File: config.mk
export PLATFORM = sky130hd
export DESIGN_NAME = rr_arbiter
export DESIGN_NICKNAME = d
export VERILOG_FILES = /design/src/rtl/cnn_pkg.sv /design/src/rtl/encoder.sv /design/src/rtl/rr_pick.sv /design/src/rtl/rr_arbiter.sv
export SDC_FILE = /design/constraint.sdc
export NUM_CORES = 1
export LEC_CHECK = 0
export ABC_AREA = 1
export CORE_AREA = 3 3 73 127
export DETAILED_ROUTE_END_ITERATION = 8
export DIE_AREA = 0 0 76 130
export PLACE_DENSITY = 0.67
export REMOVE_ABC_BUFFERS = 1
export SLEW_MARGIN = 25
export SYNTH_ARGS = -nofsm -noshare
export SYNTH_HDL_FRONTEND = slang
export SYNTH_SLANG_ARGS = --single-unit
File: constraint.sdc
create_clock -name clk -period 3.7 [get_ports clk]
set_clock_uncertainty 0.05 [all_clocks]
set_input_delay 1.11 -clock clk [delete_from_list [all_inputs] [get_ports clk]]
set_output_delay 1.11 -clock clk [all_outputs]
set_load 0.03 [all_outputs]
File: src/rtl/cnn_pkg.sv
// Shared constants and types for the CNN datapath control blocks.
package cnn_pkg;

  localparam int unsigned ARB_MAX_REQ = 64;

  typedef enum logic {
    ARB_IDLE = 1'b0,
    ARB_HOLD = 1'b1
  } arb_state_e;

endpackage

File: src/rtl/encoder.sv
// One-hot to binary encoder; an all-zero input encodes to index 0.
module encoder #(
  parameter int unsigned RADIX = 16,
  parameter int unsigned W     = (RADIX > 1) ? $clog2(RADIX) : 1
) (
  input  logic [RADIX-1:0] onehot,
  output logic [W-1:0]     idx
);

  // OR of the indices of all set bits; exact for one-hot input.
  always_comb begin
    idx = '0;
    for (int i = 0; i < RADIX; i++) begin
      if (onehot[i]) idx = idx | W'(i);
    end
  end

endmodule

File: src/rtl/rr_pick.sv
// Combinational rotating-priority pick: first set candidate at or above ptr, wrapping mod N.
module rr_pick #(
  parameter int unsigned N  = 16,
  parameter int unsigned PW = $clog2(N)
) (
  input  logic [N-1:0]  cand,
  input  logic [PW-1:0] ptr,
  output logic [N-1:0]  sel
);

  logic [2*N-1:0] dbl;
  logic [2*N-1:0] spread;
  logic [N-1:0]   rot;
  logic [N-1:0]   first;

  // Rotating the doubled vector keeps the wrap exact for any N, not just powers of two.
  assign dbl    = {cand, cand};
  assign rot    = N'(dbl >> ptr);
  assign first  = rot & (~rot + N'(1));
  assign spread = {{N{1'b0}}, first} << ptr;
  assign sel    = spread[N-1:0] | spread[2*N-1:N];

endmodule

File: src/rtl/rr_arbiter.sv
// Round-robin arbiter with a registered one-hot grant, binary index and valid/ready handshake.
module rr_arbiter
  import cnn_pkg::*;
#(
  parameter int unsigned NUM_REQ = 16,
  parameter int unsigned IDX_W   = $clog2(NUM_REQ)
) (
  input  logic               clk,
  input  logic               rst_n,
  input  logic [NUM_REQ-1:0] req,
  output logic [NUM_REQ-1:0] req_ack,
  output logic               gnt_valid,
  input  logic               gnt_ready,
  output logic [NUM_REQ-1:0] gnt_onehot,
  output logic [IDX_W-1:0]   gnt_idx
);

  if (NUM_REQ < 2 || NUM_REQ > ARB_MAX_REQ) begin : g_bad_num_req
    $error("rr_arbiter: NUM_REQ out of range");
  end

  arb_state_e         state;
  logic [IDX_W-1:0]   ptr;
  logic [IDX_W-1:0]   ptr_inc;
  logic [IDX_W-1:0]   pick_ptr;
  logic [NUM_REQ-1:0] cand;
  logic [NUM_REQ-1:0] pick;
  logic               accept;

  assign accept    = (state == ARB_HOLD) && gnt_ready;
  assign gnt_valid = (state == ARB_HOLD);
  assign req_ack   = accept ? gnt_onehot : '0;

  // On accept the pointer moves past the winner and the winner is masked for the same-cycle pick.
  assign ptr_inc  = (gnt_idx == IDX_W'(NUM_REQ - 1)) ? '0 : gnt_idx + IDX_W'(1);
  assign pick_ptr = accept ? ptr_inc : ptr;
  assign cand     = req & ~(accept ? gnt_onehot : '0);

  rr_pick #(
    .N  (NUM_REQ),
    .PW (IDX_W)
  ) u_pick (
    .cand (cand),
    .ptr  (pick_ptr),
    .sel  (pick)
  );

  encoder #(
    .RADIX (NUM_REQ),
    .W     (IDX_W)
  ) u_enc (
    .onehot (gnt_onehot),
    .idx    (gnt_idx)
  );

  always_ff @(posedge clk or negedge rst_n) begin
    if (!rst_n) begin
      state      <= ARB_IDLE;
      ptr        <= '0;
      gnt_onehot <= '0;
    end else begin
      case (state)
        ARB_IDLE: begin
          if (|cand) begin
            gnt_onehot <= pick;
            state      <= ARB_HOLD;
          end
        end
        ARB_HOLD: begin
          // Grant is frozen until downstream takes it.
          if (gnt_ready) begin
            ptr <= ptr_inc;
            if (|cand) begin
              gnt_onehot <= pick;
            end else begin
              gnt_onehot <= '0;
              state      <= ARB_IDLE;
            end
          end
        end
      endcase
    end
  end

endmodule

==> qor.yml <==
job:
  maxCapViolations: 0
logic_synthesis:
  synth_top_family_by_area: "simple AND/OR/NAND/NOR gates"
  synthSimpleGateAreaFrac_pct: 69.2
  syn-cell-area_sq_um: 3720
  synth_top_area_share_pct: 37.8
  synthXorXnorAreaFrac_pct: 0.235
  synthAdderAreaFrac_pct: 0.336
  synthTopCellsByCount: "281 x nand3_1, 191 x nand2_1, 38 x nor2_1, 32 x inv_1, 21 x dfrtp_1"
  synth_top_area_cell: "nand3_1"
  synthCells: 694
  synth_compound_area_share_pct: 4.24
  synthFlopType: "dfrtp_1"
  avgSynthCellArea_sq_um: 5.36
  synth_mux_area_share_pct: 0
  yosys_warnings: 0
  synth-seq-cells: 21
  synth-edff-count: 0
  synthArstFlopShare_pct: 100
  yosysMostFrequentCell: "nand3_1"
  yosysSeqAreaShare_pct: 14.1
  synth_cell_types: 32
  ys_top_cells_by_area: "nand3_1 38%, nand2_1 19%, dfrtp_1 14%"
cells_and_area:
  fin_nets: 844
  fin_cells: 938
  drive_gt1_share_pct: 34.5
  finish.utilization_pct: 70.6
  diodes: 0
  area.growth.synth_to_final_pct: 57.7
hold_path:
  hp-class: "flip-flop to flip-flop"
  hold_end: "gnt_onehot[1]$_DFFE_PN0P_"
  hold-path-cell-count: 2
  holdCritStartpoint: "gnt_onehot[1]$_DFFE_PN0P_"
sta:
  fin_crit_ns: 3.58
  slew_headroom_pct: 67.7
  fin_crit_sh_pct: 96.8
  rsz0062_at_grt: "true"
  setup_violations: 0
  hold_viol: 0
  final_max_slew_viol_count: 0
  worstMarginPinSlew_ns: 0.480
  setup_tns_ns: 0
  max_freq_mhz: 279
place:
  numPortBuffers: 55
  dpl.cell_count: 903
  hpwl_mm: 13.0
  gp_congestion: 1.01
setup_path:
  crit_type: "primary input to flip-flop"
  r2r-start: "gnt_onehot[13]$_DFFE_PN0P_"
  ff2ff_path_depth: 23
  required_ns: 3.85
  regToRegSetupSlack_ns: 0.19
  r2r-end: "gnt_onehot[7]$_DFFE_PN0P_"
  crit_fanout: 8
  setup.worst_path.start_class: "primary input"
  cp_data_arrival_time_ns: 3.73
  critPathCaptureType: "flip-flop"
grt:
  grt-ovfl-total: 0
  grt_pass1_vias: 5130
  antenna_found_initial: 0
  grt_max_degree: 30
  grt_use_total_pct: 33.2
  grt_pass1_wl_mm: 26.0
drt:
  viasPerCell: 5.93
  antenna_left: 0
  drc: 0
  totalWireLength_mm: 17.4
  wl_per_cell_um: 18.5
  dr_total_vias: 5559
  drt_pass1_iterations: 6
  drt_iter0_markers: 585
die:
  rows: 44
  chipWidth_um: 76
  die_y_um: 130
  dieArea_sq_um: 9880
  start_util_pct: 44.8
  floorplan.io_pins: 56
  core-area_sq_um: 8310
cts:
  cts_made_buffers: 3
  cts_sinks: 21
  insertion_delay_ns: 0.26
  cts_hold_buf: 0
  path_clk_slew_ns: 0.06
  cts_max_path_buffers: 2
  cts_tree: "done"
  cts_root_buf: "clkbuf_16"
  htree_levels: 1
run_status:
  outcome: "completed"
==> cell usage in the layout, fill, tap and decap left out, types with 2 or more instances in the layout <==
master and instances:
nand2_4 4, bufbuf_16 2, o21ai_4 2, nand3_1 213, dfrtp_1 19, nand2_2 30
nand3_2 63, nor2_2 4, buf_4 113, inv_2 12, nor2_1 34, clkbuf_16 4
o21ai_1 9, nor2_4 7, inv_4 2, or2_2 3, dfrtp_2 2, inv_1 32
nand4_1 19, a21oi_1 2, o21ai_0 6, o21ai_2 6, nand2_8 2, buf_12 9
nand2_1 162, clkdlybuf4s50_1 37, buf_6 2, or2_4 2, nand3_4 8, buf_16 2
==> cell families after synthesis <==
| logic type | Yosys count |
|---|---|
| flops | 21 |
| xor+xnor | 1 |
| compound gates | 27 |
| fa+ha+maj | 1 |
| buf+inv | 90 |
| simple gates | 554 |
==> registers in the layout (all words and copies together) (netlist names) <==
name        cells
ptr             4
gnt_valid       1
gnt_onehot     16
==> per-stage QoR <==
stage,hold slack (ns),setup slack [ns],cell area [sq um]
2_1_floorplan,0.625,-1.45,3460
3_3_place_gp,0.461,-0.582,4820
3_5_place_dp,0.456,-0.661,4820
4_1_cts,0.485,0.00447,5400
5_1_grt,0.519,-0.0611,5870
6_report,0.484,0.118,5870
==> critical path: stages <==
cell and delay (ns):
buf_8 0.07, nand2_4 0.05, buf_12 0.14, nor3_4 0.21, nand2_4 0.12, buf_12 0.15, clkbuf_16 0.14, nand3_1 0.08
nand3_1 0.19, nand3_2 0.14, nand3_1 0.10, nand2_2 0.10, nand2_2 0.09, nor2_4 0.24, buf_12 0.15, nand4_1 0.13
nand3_2 0.12, nand2_1 0.05, nand2_1 0.06, nand2_1 0.07, nand2_1 0.06, nand3_1 0.07, nand2_1 0.07
==> area by class of cell <==
class                      instances  area, sq um
fill                             764         2440
timing repair buffer             168         1590
clock buffer                       4         78.8
tap                              115          144
multi-input combinational        584         3360
inverter                          46          178
sequential                        21          528
==> metal layers <==
metal | up-vias | global-route usage, % | routed length (um)
li1 | 2626 | - | -
met1 | 2585 | 33.4 | 6110
met2 | 262 | 63.6 | 9070
met3 | 86 | 1.93 | 712
met4 | 0 | 25.8 | 1500
met5 | - | 0 | 0
==> worst max path at each step <==
stage	start	slack [ns]	cells after the start	endpoint
finish	gnt_ready	0.12	23	gnt_onehot[0]$_DFFE_PN0P_
global route	gnt_ready	-0.06	24	gnt_onehot[0]$_DFFE_PN0P_
CTS	gnt_ready	0.004	24	gnt_onehot[8]$_DFFE_PN0P_
detailed placement	gnt_ready	-0.66	22	gnt_onehot[7]$_DFFE_PN0P_
global placement	gnt_ready	-0.58	21	gnt_onehot[7]$_DFFE_PN0P_
floorplan	gnt_ready	-1.45	18	gnt_onehot[5]$_DFFE_PN0P_
==> what timing repair did <==
action                                  in CTS  in global routing
pin swaps                                   18                 33
gates resized for setup                     81                 76
endpoints found under the setup margin      16                 16
setup buffers                                6                 19
cloned                                       5                  1
endpoints found under the hold margin        0                  0
Power is left out: the tool's default activity adds up to more than one toggle a clock period on the data nets, which glitch-free logic cannot reach.
